==> src/rtl/ssd_scan_capture.sv <==
// Purpose: passive monitor of a scanned seven-segment bus; decodes each digit back to hex and commits it once it is stable.
// Latency: sample SETTLE+1 cycles after a digit is selected; commit outputs and update appear on the following cycle.
// Backpressure: none; the monitor only observes the bus, and bus_error is a combinational pulse at the sample point.
module ssd_scan_capture #(
    parameter int SETTLE       = 4,
    parameter int STABLE_SCANS = 2
) (
    input  logic        clk,
    input  logic        reset,
    input  logic [7:0]  pattern,
    input  logic [3:0]  SSD,
    output logic [15:0] digits,
    output logic [3:0]  dp,
    output logic [3:0]  digit_valid,
    output logic [3:0]  blank,
    output logic [3:0]  unknown,
    output logic        update,
    output logic        bus_error
);

    localparam logic [7:0] SETTLE_C = 8'(SETTLE);
    localparam logic [3:0] STABLE_C = 4'(STABLE_SCANS);

    // dwell tracking state
    logic [3:0]       ssd_q;
    logic             started_q;
    logic [7:0]       settle_q, settle_d;
    logic             sampled_q, sampled_d;

    // per-digit candidate and committed state
    logic [3:0][3:0]  cand_code_q, cand_code_d;
    logic [3:0]       cand_dp_q, cand_dp_d;
    logic [3:0]       cand_blank_q, cand_blank_d;
    logic [3:0]       cand_unk_q, cand_unk_d;
    logic [3:0][3:0]  cand_cnt_q, cand_cnt_d;
    logic [3:0][3:0]  digits_q, digits_d;
    logic [3:0]       dp_q, dp_d;
    logic [3:0]       blank_q, blank_d;
    logic [3:0]       unk_q, unk_d;
    logic [3:0]       valid_q, valid_d;
    logic             update_q, update_d;

    logic             new_dwell, at_point, one_low, multi_low, sample_fire;
    logic [1:0]       idx;
    logic [3:0]       s_code;
    logic             s_dp, s_blank, s_unk;
    logic             match, changed;
    logic [3:0]       new_cnt;

    // A change on SSD (or the first cycle out of reset) restarts the settle window.
    always_comb begin
        new_dwell = !started_q || (SSD != ssd_q);
        at_point  = !new_dwell && (settle_q == SETTLE_C) && !sampled_q;
        if (new_dwell) begin
            settle_d = 8'd0;
        end else if (settle_q == SETTLE_C) begin
            settle_d = settle_q;
        end else begin
            settle_d = settle_q + 8'd1;
        end
        sampled_d = !new_dwell && (sampled_q || at_point);
    end

    // Classify the digit enable: one bit low selects a digit, all high is idle, anything else is a fault.
    always_comb begin
        one_low = 1'b1;
        idx     = 2'd0;
        case (SSD)
            4'b1110: idx = 2'd0;
            4'b1101: idx = 2'd1;
            4'b1011: idx = 2'd2;
            4'b0111: idx = 2'd3;
            default: one_low = 1'b0;
        endcase
        multi_low   = !one_low && (SSD != 4'b1111);
        sample_fire = at_point && one_low;
    end

    assign bus_error = at_point && multi_low && !reset;

    // Map the active-low glyph back to its hex code.
    always_comb begin
        s_code  = 4'h0;
        s_blank = 1'b0;
        s_unk   = 1'b0;
        s_dp    = ~pattern[7];
        case (pattern[6:0])
            7'h40: s_code = 4'h0;
            7'h79: s_code = 4'h1;
            7'h24: s_code = 4'h2;
            7'h30: s_code = 4'h3;
            7'h19: s_code = 4'h4;
            7'h12: s_code = 4'h5;
            7'h02: s_code = 4'h6;
            7'h78: s_code = 4'h7;
            7'h00: s_code = 4'h8;
            7'h10: s_code = 4'h9;
            7'h08: s_code = 4'hA;
            7'h03: s_code = 4'hB;
            7'h46: s_code = 4'hC;
            7'h21: s_code = 4'hD;
            7'h06: s_code = 4'hE;
            7'h0E: s_code = 4'hF;
            7'h7F: s_blank = 1'b1;
            default: s_unk = 1'b1;
        endcase
    end

    // Track repeat count of the sampled glyph per digit and commit when it reaches the stability threshold.
    always_comb begin
        cand_code_d  = cand_code_q;
        cand_dp_d    = cand_dp_q;
        cand_blank_d = cand_blank_q;
        cand_unk_d   = cand_unk_q;
        cand_cnt_d   = cand_cnt_q;
        digits_d     = digits_q;
        dp_d         = dp_q;
        blank_d      = blank_q;
        unk_d        = unk_q;
        valid_d      = valid_q;
        update_d     = 1'b0;
        match        = 1'b0;
        changed      = 1'b0;
        new_cnt      = 4'd0;
        if (sample_fire) begin
            match = (cand_code_q[idx] == s_code) && (cand_dp_q[idx] == s_dp) &&
                    (cand_blank_q[idx] == s_blank) && (cand_unk_q[idx] == s_unk);
            if (match) begin
                new_cnt = (cand_cnt_q[idx] == 4'hF) ? 4'hF : cand_cnt_q[idx] + 4'd1;
            end else begin
                new_cnt = 4'd1;
            end
            cand_code_d[idx]  = s_code;
            cand_dp_d[idx]    = s_dp;
            cand_blank_d[idx] = s_blank;
            cand_unk_d[idx]   = s_unk;
            cand_cnt_d[idx]   = new_cnt;
            if (new_cnt == STABLE_C) begin
                changed = !valid_q[idx] || (digits_q[idx] != s_code) || (dp_q[idx] != s_dp) ||
                          (blank_q[idx] != s_blank) || (unk_q[idx] != s_unk);
                digits_d[idx] = s_code;
                dp_d[idx]     = s_dp;
                blank_d[idx]  = s_blank;
                unk_d[idx]    = s_unk;
                valid_d[idx]  = 1'b1;
                update_d      = changed;
            end
        end
    end

    // State registers; reset clears everything, including any half-built candidate.
    always_ff @(posedge clk) begin
        if (reset) begin
            ssd_q        <= 4'd0;
            started_q    <= 1'b0;
            settle_q     <= 8'd0;
            sampled_q    <= 1'b0;
            cand_code_q  <= '0;
            cand_dp_q    <= '0;
            cand_blank_q <= '0;
            cand_unk_q   <= '0;
            cand_cnt_q   <= '0;
            digits_q     <= '0;
            dp_q         <= '0;
            blank_q      <= '0;
            unk_q        <= '0;
            valid_q      <= '0;
            update_q     <= 1'b0;
        end else begin
            ssd_q        <= SSD;
            started_q    <= 1'b1;
            settle_q     <= settle_d;
            sampled_q    <= sampled_d;
            cand_code_q  <= cand_code_d;
            cand_dp_q    <= cand_dp_d;
            cand_blank_q <= cand_blank_d;
            cand_unk_q   <= cand_unk_d;
            cand_cnt_q   <= cand_cnt_d;
            digits_q     <= digits_d;
            dp_q         <= dp_d;
            blank_q      <= blank_d;
            unk_q        <= unk_d;
            valid_q      <= valid_d;
            update_q     <= update_d;
        end
    end

    assign digits      = digits_q;
    assign dp          = dp_q;
    assign blank       = blank_q;
    assign unknown     = unk_q;
    assign digit_valid = valid_q;
    assign update      = update_q;

endmodule

==> config.mk <==
export PLATFORM = sky130hd
export DESIGN_NAME = ssd_scan_capture
export DESIGN_NICKNAME = d
export VERILOG_FILES = /design/src/rtl/ssd_scan_capture.sv
export SDC_FILE = /design/constraint.sdc
export NUM_CORES = 1
export LEC_CHECK = 0
export CAP_MARGIN = 20
export CORE_ASPECT_RATIO = 0.5
export CORE_MARGIN = 3
export CORE_UTILIZATION = 55
export CTS_CLUSTER_SIZE = 16
export DETAILED_ROUTE_END_ITERATION = 6
export MAX_ROUTING_LAYER = met4
export PLACE_DENSITY = 0.82
export SYNTH_ARGS = -nofsm -noshare
export SYNTH_HDL_FRONTEND = slang
export SYNTH_SLANG_ARGS = --single-unit
==> constraint.sdc <==
create_clock -name clk -period 8.8 [get_ports clk]
set_clock_uncertainty 0.05 [all_clocks]
set_input_delay 1.76 -clock clk [delete_from_list [all_inputs] [get_ports clk]]
set_output_delay 1.76 -clock clk [all_outputs]
set_load 0.02 [all_outputs]
After elaboration in Yosys (flattened, before gate mapping)
Cells that the tools add are included.
{"block": "classes", "addsub": 2, "order_cmp": 2, "n_eq_ne": 33, "n_mux": 42, "bitwise_logic": 4, "reduce_logical": 29}
{"op": "$pmux 4 s15", "count": 1}
{"op": "$bwmux 16", "count": 3}
{"op": "$eq 7x7->1 const B", "count": 5}
{"op": "$mux 4", "count": 7}
{"op": "$bmux 4 s2", "count": 3}
{"op": "$bwmux 4", "count": 6}
{"op": "$eq 7x5->1 const B", "count": 3}
{"op": "$eq 7x6->1 const B", "count": 3}
{"op": "$reduce_or 17->1", "count": 1}
{"op": "$eq 4x4->1 const B", "count": 4}
{"op": "$bmux 1 s2", "count": 7}
{"op": "$eq 7x2->1 const B", "count": 2}
{"op": "$eq 7x4->1 const B", "count": 2}
{"op": "$mux 1", "count": 12}
{"op": "$logic_and 1x1->1", "count": 11}
{"op": "$add 8x1->8 const B", "count": 1}
{"op": "$demux 4 s2", "count": 1}
{"op": "$eq 8x3->1 const B", "count": 1}
{"op": "$ne 4x4->1", "count": 2}
{"op": "$eq 7x3->1 const B", "count": 1}
{"op": "$logic_not 7->1", "count": 1}
{"op": "$logic_not 1->1", "count": 6}
{"op": "$logic_or 1x1->1", "count": 6}
{"op": "$pmux 2 s3", "count": 1}
{"op": "other kinds (16)", "count": 22}
{"block": "totals", "regBits": 91, "inputBits": 14, "out_inout_bits": 34, "elab_cells": 136}

Depth between registers and ports, before layout
{"block": "depth", "word_depth": 13, "mapped_depth": 13, "depth_no_buf": 10}

Least setup slack after synthesis
OpenSTA, ideal clock, no wires.
{"block": "synth_timing", "kind": "input -> output", "start": "in SSD[1]", "end": "out bus_error", "arrival_ps": 3090, "required_time_ps": 6990, "path_slack_ps": 3900, "stages": 7, "n_path_buf": 3, "path_cell_list": "buf_4 buf_2 xnor2_1 nand3_1 or3_1 clkbuf_1 nor2_1"}
{"block": "synth_between", "elab_chain_cells": 7, "word_cells_on_any_way": 16, "classes_between": "6 x eq/ne; 1 x mux; 9 x reduce/logical"}
{"item": "from (decl)", "line_no": "11", "text": "input logic [3:0] SSD,"}
{"item": "$eq 4x3->1 (tied with other cells)", "line_no": "68", "text": "case (SSD)"}
{"item": "$reduce_or 4->1 (no line) or $logic_or 1x1->1 (tied branches)"}
{"item": "$mux 1 or $logic_not 1->1 (tied branches)", "line_no": "68, 53"}
{"item": "$logic_not 1->1 or $logic_and 1x1->1 (tied branches)", "line_no": "75, 53"}
{"item": "$logic_and 1x1->1, on equally long branches", "line_no": "75, 53"}
{"item": "$logic_and 1x1->1 * (2 in a row)", "line_no": "79", "text": "assign bus_error = at_point && multi_low && !reset;"}
{"item": "to (decl)", "line_no": "18", "text": "output logic bus_error"}
Mark *: on every way between the ends. The rest lies on a longest branch, timed or not.

Worst setup path in the final report
Ends and elaborated chain as after synthesis.

==> flow_summary.toml <==
[outcome]
outcome = "complete, no violations"

[yosys]
yosys.area.top_type = "dfxtp_1"
synth-edff-count = 0
synth_seq_cells = 91
ys.flop_type = "dfxtp_1"
yosysTopAreaCellShare = 0.375
async_flop_share = 0
synthTopCellsByArea = "dfxtp_1 (37%), mux2i_1 (7.8%), nor2_1 (5.6%)"
synth_common_cells = "dfxtp_1 (91), nor2_1 (73), nand2_1 (53), mux2i_1 (38), a21oi_1 (31)"
ys_types = 75
yosysSeqAreaShare = 0.375
syn_area_per_cell_um2 = 8.50
yosysMostFrequentCell = "dfxtp_1"
synth_fp_nets = 589
synthCells = 572
yosys_warnings = 0
netlist_area_um2 = 4860

[global_routing]
grt.busiest_layer = "met2"
use_met2 = 0.383
overflow = 0
grt_usage = 0.260
antenna_found_initial = 0
grt_max_degree = 51
gr-usage-met1 = 0.352
first_global_vias = 3938
grt_first_pass_wirelength_um = 20200
grtUsageMet3 = 0.0718

[timing]
fmax_mhz = 164
grt_setup_unrepaired = "no"
worstMarginPinSlew_ns = 1.05
period_minus_slack_ns = 6.08
setup_viol = 0
period_share = 0.691
hold_ws_ns = 0.418
hold_viol = 0
report.final.slew_viol_count = 0
fin_tns_setup_ns = 0
relSlewSlack = 0.299

[final_layout]
nNetsFinal = 605
fillers = 677
antenna_cells = 0
drive_above_1_share = 0.0793
final_cells = 705
final_core_util = 0.673
area_delta_synth_final_pct = 14.6

[pwr]
p_leak_nw = 2.03
power_density_nw_per_um2 = 160
power_w = 0.000894
peakVddDrop_v = 0.0000977

[clock_network]
clock_path_buffers = 2
post_cts_buffers = 0
clk_pin_slew_worst_paths_ns = 0.06
clk_latency_ns = 0.36
cts_sinks = 91
cts_tree = "done"
clockRootBuffer = "clkbuf_16"
h-tree-depth = 3
ctsResizeCount = 0
numCtsBuffers = 9
ctsHoldBuffers = 0

[floorplan]
dieArea_um2 = 10100
die_height_um = 72.5
rows = 23
initial_core_util = 0.587
pin_count = 48
die_w_um = 139
core_um2 = 8290

[critical_path]
critPathRequiredTime_ns = 6.99
crit_buf_inv = 2
criticalPathCategory = "in -> out"
slowest_stage = "clkdlybuf4s50_1"
start_kind = "input port"
crit_fanout = 23
cpMostUsedCell = "clkdlybuf4s50_1"
crit_path_cell_trace = "clkdlybuf4s50_1, xnor2_1, nand3_1, or3_1, nor2_1, clkdlybuf4s50_1"
cp_top_family = "buffers and inverters"
rr_worst_depth = 10
end_kind = "output pin"
cp_num_cells = 6
worst_ep_arrival_time_ns = 4.27
slowest_delay_ns = 1.01

[route]
routed_wirelength_um = 12500
num_vias = 4294
drt_iter0_drc = 402
post-route-drc-count = 0
wl_per_cell_um = 17.7
antenna_left = 0
dr.pass1.iters = 5
viasPerCell = 6.09

[placed_design]
dp_cells = 689
portBuffers = 47
dp_hpwl_um = 8650
globalplace.congestion = 0.942

[worst_hold_path]
hold_path.class = "reg -> reg"
whs_path_depth = 2

[flow_run]
drv_cap = 0
[where the power goes]
group	internal [W]	switching (W)	leakage [nW]
combinational	0.0000238	0.0000483	1.14
sequential	0.000413	0.000000565	0.734
clock	0.000229	0.000180	0.156
total	0.000665	0.000228	2.03
[worst paths after layout]
kind                                    start             to  slack [ns]
worst max-delay path                   SSD[1]      bus_error        2.72
worst min-delay path            cand_cnt_q[5]  cand_cnt_q[5]        0.42
worst max register to register    settle_q[0]       blank[0]        5.57
worst min register to register  cand_cnt_q[5]  cand_cnt_q[5]        0.42
[worst reg2reg max path, stage by stage, from the launching register on]
cell and delay, ns:
dfxtp_1 0.35, inv_1 0.10, ha_1 0.14, nor4b_1 0.20, and3_1 0.35, nand2b_1 0.17, a211oi_2 0.38, o2111a_1 0.34
nand3_1 0.14, nor4_4 0.68, mux2i_1 0.26
[cell type report]
type	instances	area, um2	area share
clock buffers	9	225	0.0404
repair buffers	49	485	0.0871
flip-flops and latches	91	1820	0.327
well taps	112	140	0.0251
inverters	11	41.3	0.00741
multi-input cells	426	2770	0.497
clock inverters	7	90.1	0.0162
[through the flow]
step	worst slack, ns	instance area (um2)
after floorplan	3.90	4860
after global placement	2.73	5260
after detailed placement	2.47	5260
after CTS	2.72	5570
after global routing	2.63	5580
final	2.72	5580
[cell families (layout without fill, tap and decap cells)]
logic type	count (synthesis)	count (layout)	synth area share
simple gates	239	239	0.256
compound gates	116	116	0.170
flops	91	91	0.375
buf+inv	55	76	0.0566
mux	42	42	0.0875
xor+xnor	25	25	0.0450
fa+ha+maj	4	4	0.0100
[registers in the layout (all words and copies together), names as in the netlist, 8 cells and up]
register / flops
cand_cnt_q: 16
digits: 16
settle_q: 8
cand_code_q: 16
[per-layer routing]
metal,routed length (um),vias to the layer above
met5,0,-
met1,5710,2002
li1,-,2081
met3,1150,16
met4,152,0
met2,5480,195
[layout by cell type (no fill, tap or decap), types with 12 or more instances in the layout]
cell type | synthesis | routed
a21oi_1 | 31 | 31
xnor2_1 | 12 | 12
dfxtp_1 | 91 | 91
clkdlybuf4s50_1 | 0 | 47
nand3_1 | 28 | 28
nor2_1 | 73 | 73
xor2_1 | 13 | 13
nand2_1 | 53 | 53
mux2i_1 | 38 | 38
a211oi_1 | 21 | 21
No activity file was read; power rests on OpenSTA's default activity.
